--- src/rtl/hazard_stall_unit.sv ---
// ID-stage hazard controller: load-use bubble, mul/div EX occupancy stall with timeout, taken-branch squash.
// Optional perf counters (stall_count/flush_count) are built only when HAZARD_PERF_CNT_EN is defined.
module hazard_stall_unit #(
  parameter int REG_ADDR_W = 5,
  parameter int MD_TIMEOUT = 64,
  parameter int CNT_W      = 32
) (
  input  logic                  clk,
  input  logic                  rst_n,
  input  logic [REG_ADDR_W-1:0] IF_ID_rs1,
  input  logic [REG_ADDR_W-1:0] IF_ID_rs2,
  input  logic                  IF_ID_uses_rs2,
  input  logic [REG_ADDR_W-1:0] ID_EX_rd,
  input  logic                  ID_EX_MemRead,
  input  logic                  md_start,
  input  logic                  md_done,
  input  logic                  branch_taken,
  output logic                  PCWrite,
  output logic                  IF_ID_Write,
  output logic                  ID_EX_Write,
  output logic                  IF_ID_Flush,
  output logic                  ID_EX_Flush,
  output logic                  EX_MEM_Flush,
  output logic                  md_timeout
`ifdef HAZARD_PERF_CNT_EN
  ,
  output logic [CNT_W-1:0]      stall_count,
  output logic [CNT_W-1:0]      flush_count
`endif
);

  localparam int MDC_W = (MD_TIMEOUT > 2) ? $clog2(MD_TIMEOUT) : 1;
  localparam logic [MDC_W-1:0] MD_LAST = MDC_W'(MD_TIMEOUT - 1);

  typedef enum logic {RUN, MD_BUSY} state_t;

  state_t           state, state_nx;
  logic [MDC_W-1:0] md_cnt, md_cnt_nx;
  logic             timeout_set;
  logic             load_use;
  logic             md_expire;
  logic             branch_flush;

  assign load_use = ID_EX_MemRead && (ID_EX_rd != '0) &&
                    ((ID_EX_rd == IF_ID_rs1) || (IF_ID_uses_rs2 && (ID_EX_rd == IF_ID_rs2)));

  assign md_expire = (state == MD_BUSY) && !md_done && (md_cnt == MD_LAST);

  always_ff @(posedge clk or negedge rst_n) begin
    if (!rst_n) begin
      state      <= RUN;
      md_cnt     <= '0;
      md_timeout <= 1'b0;
    end else begin
      state  <= state_nx;
      md_cnt <= md_cnt_nx;
      if (timeout_set) md_timeout <= 1'b1;
    end
  end

  always_comb begin
    state_nx    = state;
    md_cnt_nx   = md_cnt;
    timeout_set = 1'b0;
    case (state)
      RUN: begin
        if (md_start && !md_done) begin
          state_nx  = MD_BUSY;
          md_cnt_nx = MDC_W'(1);
        end
      end
      MD_BUSY: begin
        if (md_done) begin
          state_nx  = RUN;
          md_cnt_nx = '0;
        end else if (md_expire) begin
          state_nx    = RUN;
          md_cnt_nx   = '0;
          timeout_set = 1'b1;
        end else if (md_cnt != '1) begin
          md_cnt_nx = md_cnt + MDC_W'(1);
        end
      end
      default: begin
        state_nx  = RUN;
        md_cnt_nx = '0;
      end
    endcase
  end

  // Reset pattern is driven straight from rst_n so the pipeline freezes without waiting for a clock.
  always_comb begin
    PCWrite      = 1'b1;
    IF_ID_Write  = 1'b1;
    ID_EX_Write  = 1'b1;
    IF_ID_Flush  = 1'b0;
    ID_EX_Flush  = 1'b0;
    EX_MEM_Flush = 1'b0;
    branch_flush = 1'b0;
    if (!rst_n) begin
      PCWrite      = 1'b0;
      IF_ID_Write  = 1'b0;
      ID_EX_Write  = 1'b0;
      IF_ID_Flush  = 1'b1;
      ID_EX_Flush  = 1'b1;
      EX_MEM_Flush = 1'b1;
    end else begin
      case (state)
        RUN: begin
          if (md_start && !md_done) begin
            PCWrite      = 1'b0;
            IF_ID_Write  = 1'b0;
            ID_EX_Write  = 1'b0;
            EX_MEM_Flush = 1'b1;
          end else if (branch_taken && !md_start) begin
            IF_ID_Flush  = 1'b1;
            ID_EX_Flush  = 1'b1;
            branch_flush = 1'b1;
          end else if (load_use) begin
            PCWrite     = 1'b0;
            IF_ID_Write = 1'b0;
            ID_EX_Flush = 1'b1;
          end
        end
        MD_BUSY: begin
          // Timed-out result is dropped by bubbling EX/MEM on the releasing cycle.
          if (md_done) begin
            EX_MEM_Flush = 1'b0;
          end else if (md_expire) begin
            EX_MEM_Flush = 1'b1;
          end else begin
            PCWrite      = 1'b0;
            IF_ID_Write  = 1'b0;
            ID_EX_Write  = 1'b0;
            EX_MEM_Flush = 1'b1;
          end
        end
        default: ;
      endcase
    end
  end

`ifdef HAZARD_PERF_CNT_EN
  always_ff @(posedge clk or negedge rst_n) begin
    if (!rst_n) begin
      stall_count <= '0;
      flush_count <= '0;
    end else begin
      if (!PCWrite && (stall_count != '1)) stall_count <= stall_count + CNT_W'(1);
      if (branch_flush && (flush_count != '1)) flush_count <= flush_count + CNT_W'(1);
    end
  end
`endif

endmodule
--- config.mk ---
export PLATFORM = sky130hd
export DESIGN_NAME = hazard_stall_unit
export DESIGN_NICKNAME = d
export VERILOG_FILES = /design/src/rtl/hazard_stall_unit.sv
export SDC_FILE = /design/constraint.sdc
export NUM_CORES = 1
export LEC_CHECK = 0
export CAP_MARGIN = 5
export CORE_MARGIN = 2
export CORE_UTILIZATION = 38
export CTS_CLUSTER_DIAMETER = 150
export CTS_CLUSTER_SIZE = 12
export DETAILED_ROUTE_END_ITERATION = 6
export PLACE_DENSITY_LB_ADDON = 0.1
export SYNTH_ARGS = -nofsm -noshare
export SYNTH_HDL_FRONTEND = slang
export SYNTH_SLANG_ARGS = --single-unit
--- constraint.sdc ---
create_clock -name clk -period 2.3 [get_ports clk]
set_clock_uncertainty 0.2 [all_clocks]
set_input_delay 0.46 -clock clk [delete_from_list [all_inputs] [get_ports clk]]
set_output_delay 0.46 -clock clk [all_outputs]
set_load 0.05 [all_outputs]
==> qor.yml, run 1 <==
outcome: "finished, violations left"
violations: "negative setup slack"
irDropWorstVdd_mv: 0.3682
fmax_mhz: 412.9
routedWlPerCell_um: 14.39
drtIter0Drc: 23
drive_gt1_share_pct: 38.74
clockRootBuffer: "clkbuf_4"
worst_pin_slew_ns: 0.4929
initial_utilization_pct: 39.88
total_power_uw: 459.7
cts_tree: "done"
cts-htree-levels: 1
hold_ws_ns: 0.3022
io_buffers: 28
vias_per_cell: 5.354
synthTopCellsByCount: "xor2_1 (10), dfrtp_1 (8), o21ai_0 (8)"
cts.hold.buffers_added: 0
path_class: "primary input to output port"
syn_area_per_cell_um2: 8.758
netlist-cell-type-count: 29
antenna_found_initial: 0
fin_crit_sh_pct: 105.3
synthTopCellsByArea: "dfrtp_1 (34%), xor2_1 (15%), o21ai_0 (6.8%)"
netlist_area_um2: 586.8
multi_input_area_um2: 430.4
grt_util_met1_pct: 24.87
grt-ovfl-total: 0
pwr-share-seq_pct: 34.4
internal_power_uw: 315.2
setup_slack_ns: -0.1219
synth_nets: 90
p_switching_uw: 144.5
die-area_um2: 1874
synth_area_leader_cell: "dfrtp_1"
grt_pass1_vias: 684
synth_top_area_share_pct: 34.12
nNetsFinal: 136
fp.dieH_um: 43.30
synth_most_common_cell: "xor2_1"
yosysSeqAreaShare_pct: 34.12
via_count: 680
drt_first_pass_iters: 4
hold_violations: 0
cts_buffer_depth: 2
drc_errors: 0
synth_edf_count: 0
path_max_fanout: 3
slew_viol_final: 0
antenna_cells: 0
gp_congestion: 0.8804
ys_dominant_reg_cell: "dfrtp_1"
syn_inst: 67
globalRouteTotalUtil_pct: 21.61
startpoint_type: "primary input"
clk_latency_ns: 0.26
sw_frac_of_total_pct: 31.43
max_stage_delay_ns: 0.40
drt_wl_total_um: 1827
syn_to_final_growth_pct: 91.90
ys_seq_elements: 8
cts_buffers: 3
grt_pass1_wl_um: 2960
period_minus_slack_ns: 2.422
grt.busiest_layer: "met2"
relSlewSlack_pct: 67.04
ant_nets: 0
core_area_um2: 1471
grt.met2_usage_pct: 39.10
hp-class: "flip-flop to flip-flop"
synth-warning-count: 0
nFillCells: 111
rsz0062_at_grt: "yes"
place_ws_ns: -0.4943
crit_chain: "buf_6, xor2_1, nor4_2, a32oi_2, o41a_4, buf_12"
setup_violations: 3
async_flop_share_pct: 100.0
regArea_um2: 201.4
rows: 14
cp_slowest_cell: "o41a_4"
combPwrFrac_pct: 42.7
dpl_cell_area_um2: 1060
io_pins: 29
required_ns: 1.64
grtUsageMet3_pct: 6.383
power_leakage_uw: 0.0005072
cp-end-kind: "output port"
final_util_pct: 76.53
grt_start_max_net_pins: 10
cts_sinks: 8
clkPwrFrac_pct: 22.9
hpwl_um: 1412
maxCapViolations: 0
clk_pin_slew_worst_paths_ns: 0.05
power_density_nw_per_um2: 408.2
arrival_ns: 1.76
design_area_um2: 1126
die_w_um: 43.30
[power groups by stage]
stage | clock [uW] | combinational, uW | sequential [uW]
after floorplan | 0 | 81.9 | 155
after global placement | 0 | 183 | 159
after detailed placement | 0 | 186 | 159
after CTS | 107 | 192 | 157
after global routing | 112 | 207 | 159
final | 105 | 196 | 158
[registers in the layout (all words and copies together), names as in the netlist]
register,count
state,1
md_timeout,1
md_cnt,6
[per-stage QoR]
step                TNS [ns]  instances
floorplan            -0.1452         67
global placement      -1.386        122
detailed placement    -1.506        122
CTS                  -0.5187        127
global route         -0.4754        127
finish               -0.3118        127
[worst max-delay path, delay by kind of cell]
| kind | cells | cell delay, ns |
|---|---|---|
| AO/OA/AOI/OAI | 2 | 0.57 |
| AND/OR/NAND/NOR | 1 | 0.31 |
| buffers and inverters | 2 | 0.26 |
| XOR/XNOR | 1 | 0.15 |
[path summary, 6_finish.rpt]
check / startpoint / endpoint / slack (ns) / cells past startpoint
hold reg to reg: md_timeout$_DFFE_PN0P_ / md_timeout$_DFFE_PN0P_ / 0.30 / 1
hold / removal: md_timeout$_DFFE_PN0P_ / md_timeout$_DFFE_PN0P_ / 0.30 / 1
setup reg to reg: md_cnt[1]$_DFFE_PN0P_ / md_cnt[0]$_DFFE_PN0P_ / 0.75 / 5
max in group asynchronous: rst_n / state$_DFF_PN0_ / 1.38 / 2
min in group asynchronous: rst_n / md_cnt[4]$_DFFE_PN0P_ / 0.39 / 2
setup / recovery: ID_EX_rd[2] / PCWrite / -0.12 / 6
[timing repair]
action	in CTS	in global routing
setup buffers	2	1
gates resized for setup	48	6
endpoints found under the hold margin	0	0
endpoints found under the setup margin	4	4
pin swaps	15	6
[area by class of cell]
type	count	share of cell area [%]
Inverter	3	1.000
Clock buffer	3	2.000
Multi-Input combinational cell	54	38.22
Tap cell	16	1.778
Timing Repair Buffer	43	39.11
Sequential cell	8	17.89
[routing by layer]
metal / part of all wire [%] / vias to the layer above
met5: 0 / -
met4: 1.0 / 0
met3: 5.7 / 4
met2: 56 / 28
met1: 37 / 316
li1: - / 332
[logic make-up after synthesis]
family                   count (synthesis)  share of synthesized area [%]
XOR/XNOR                                11                          16.42
buffers and inverters                    5                          4.051
adder cells (fa/ha/maj)                  1                          2.132
flip-flops                               8                          34.11
AO/OA/AOI/OAI                           20                          22.60
AND/OR/NAND/NOR                         22                          20.68
[cells in the final DEF (no fill, tap or decap), types with 2 or more instances in the layout]
cell	instances
a31oi_1	2
buf_12	6
buf_2	2
buf_4	13
buf_6	7
clkbuf_4	3
clkdlybuf4s50_1	5
dfrtp_1	7
dlygate4sd2_1	9
inv_1	3
nand2_1	6
nand3_1	2
nor2_1	3
nor2b_1	3
o21ai_0	8
xor2_1	10
Power figures use the tool's default switching activity.
==> inputs of run 2 (changes only) <==
- TNS_END_PERCENT: unset -> 100
==> results of run 2 <==
Same layout as run 1: the final DEF is identical, and so are final timing and power.
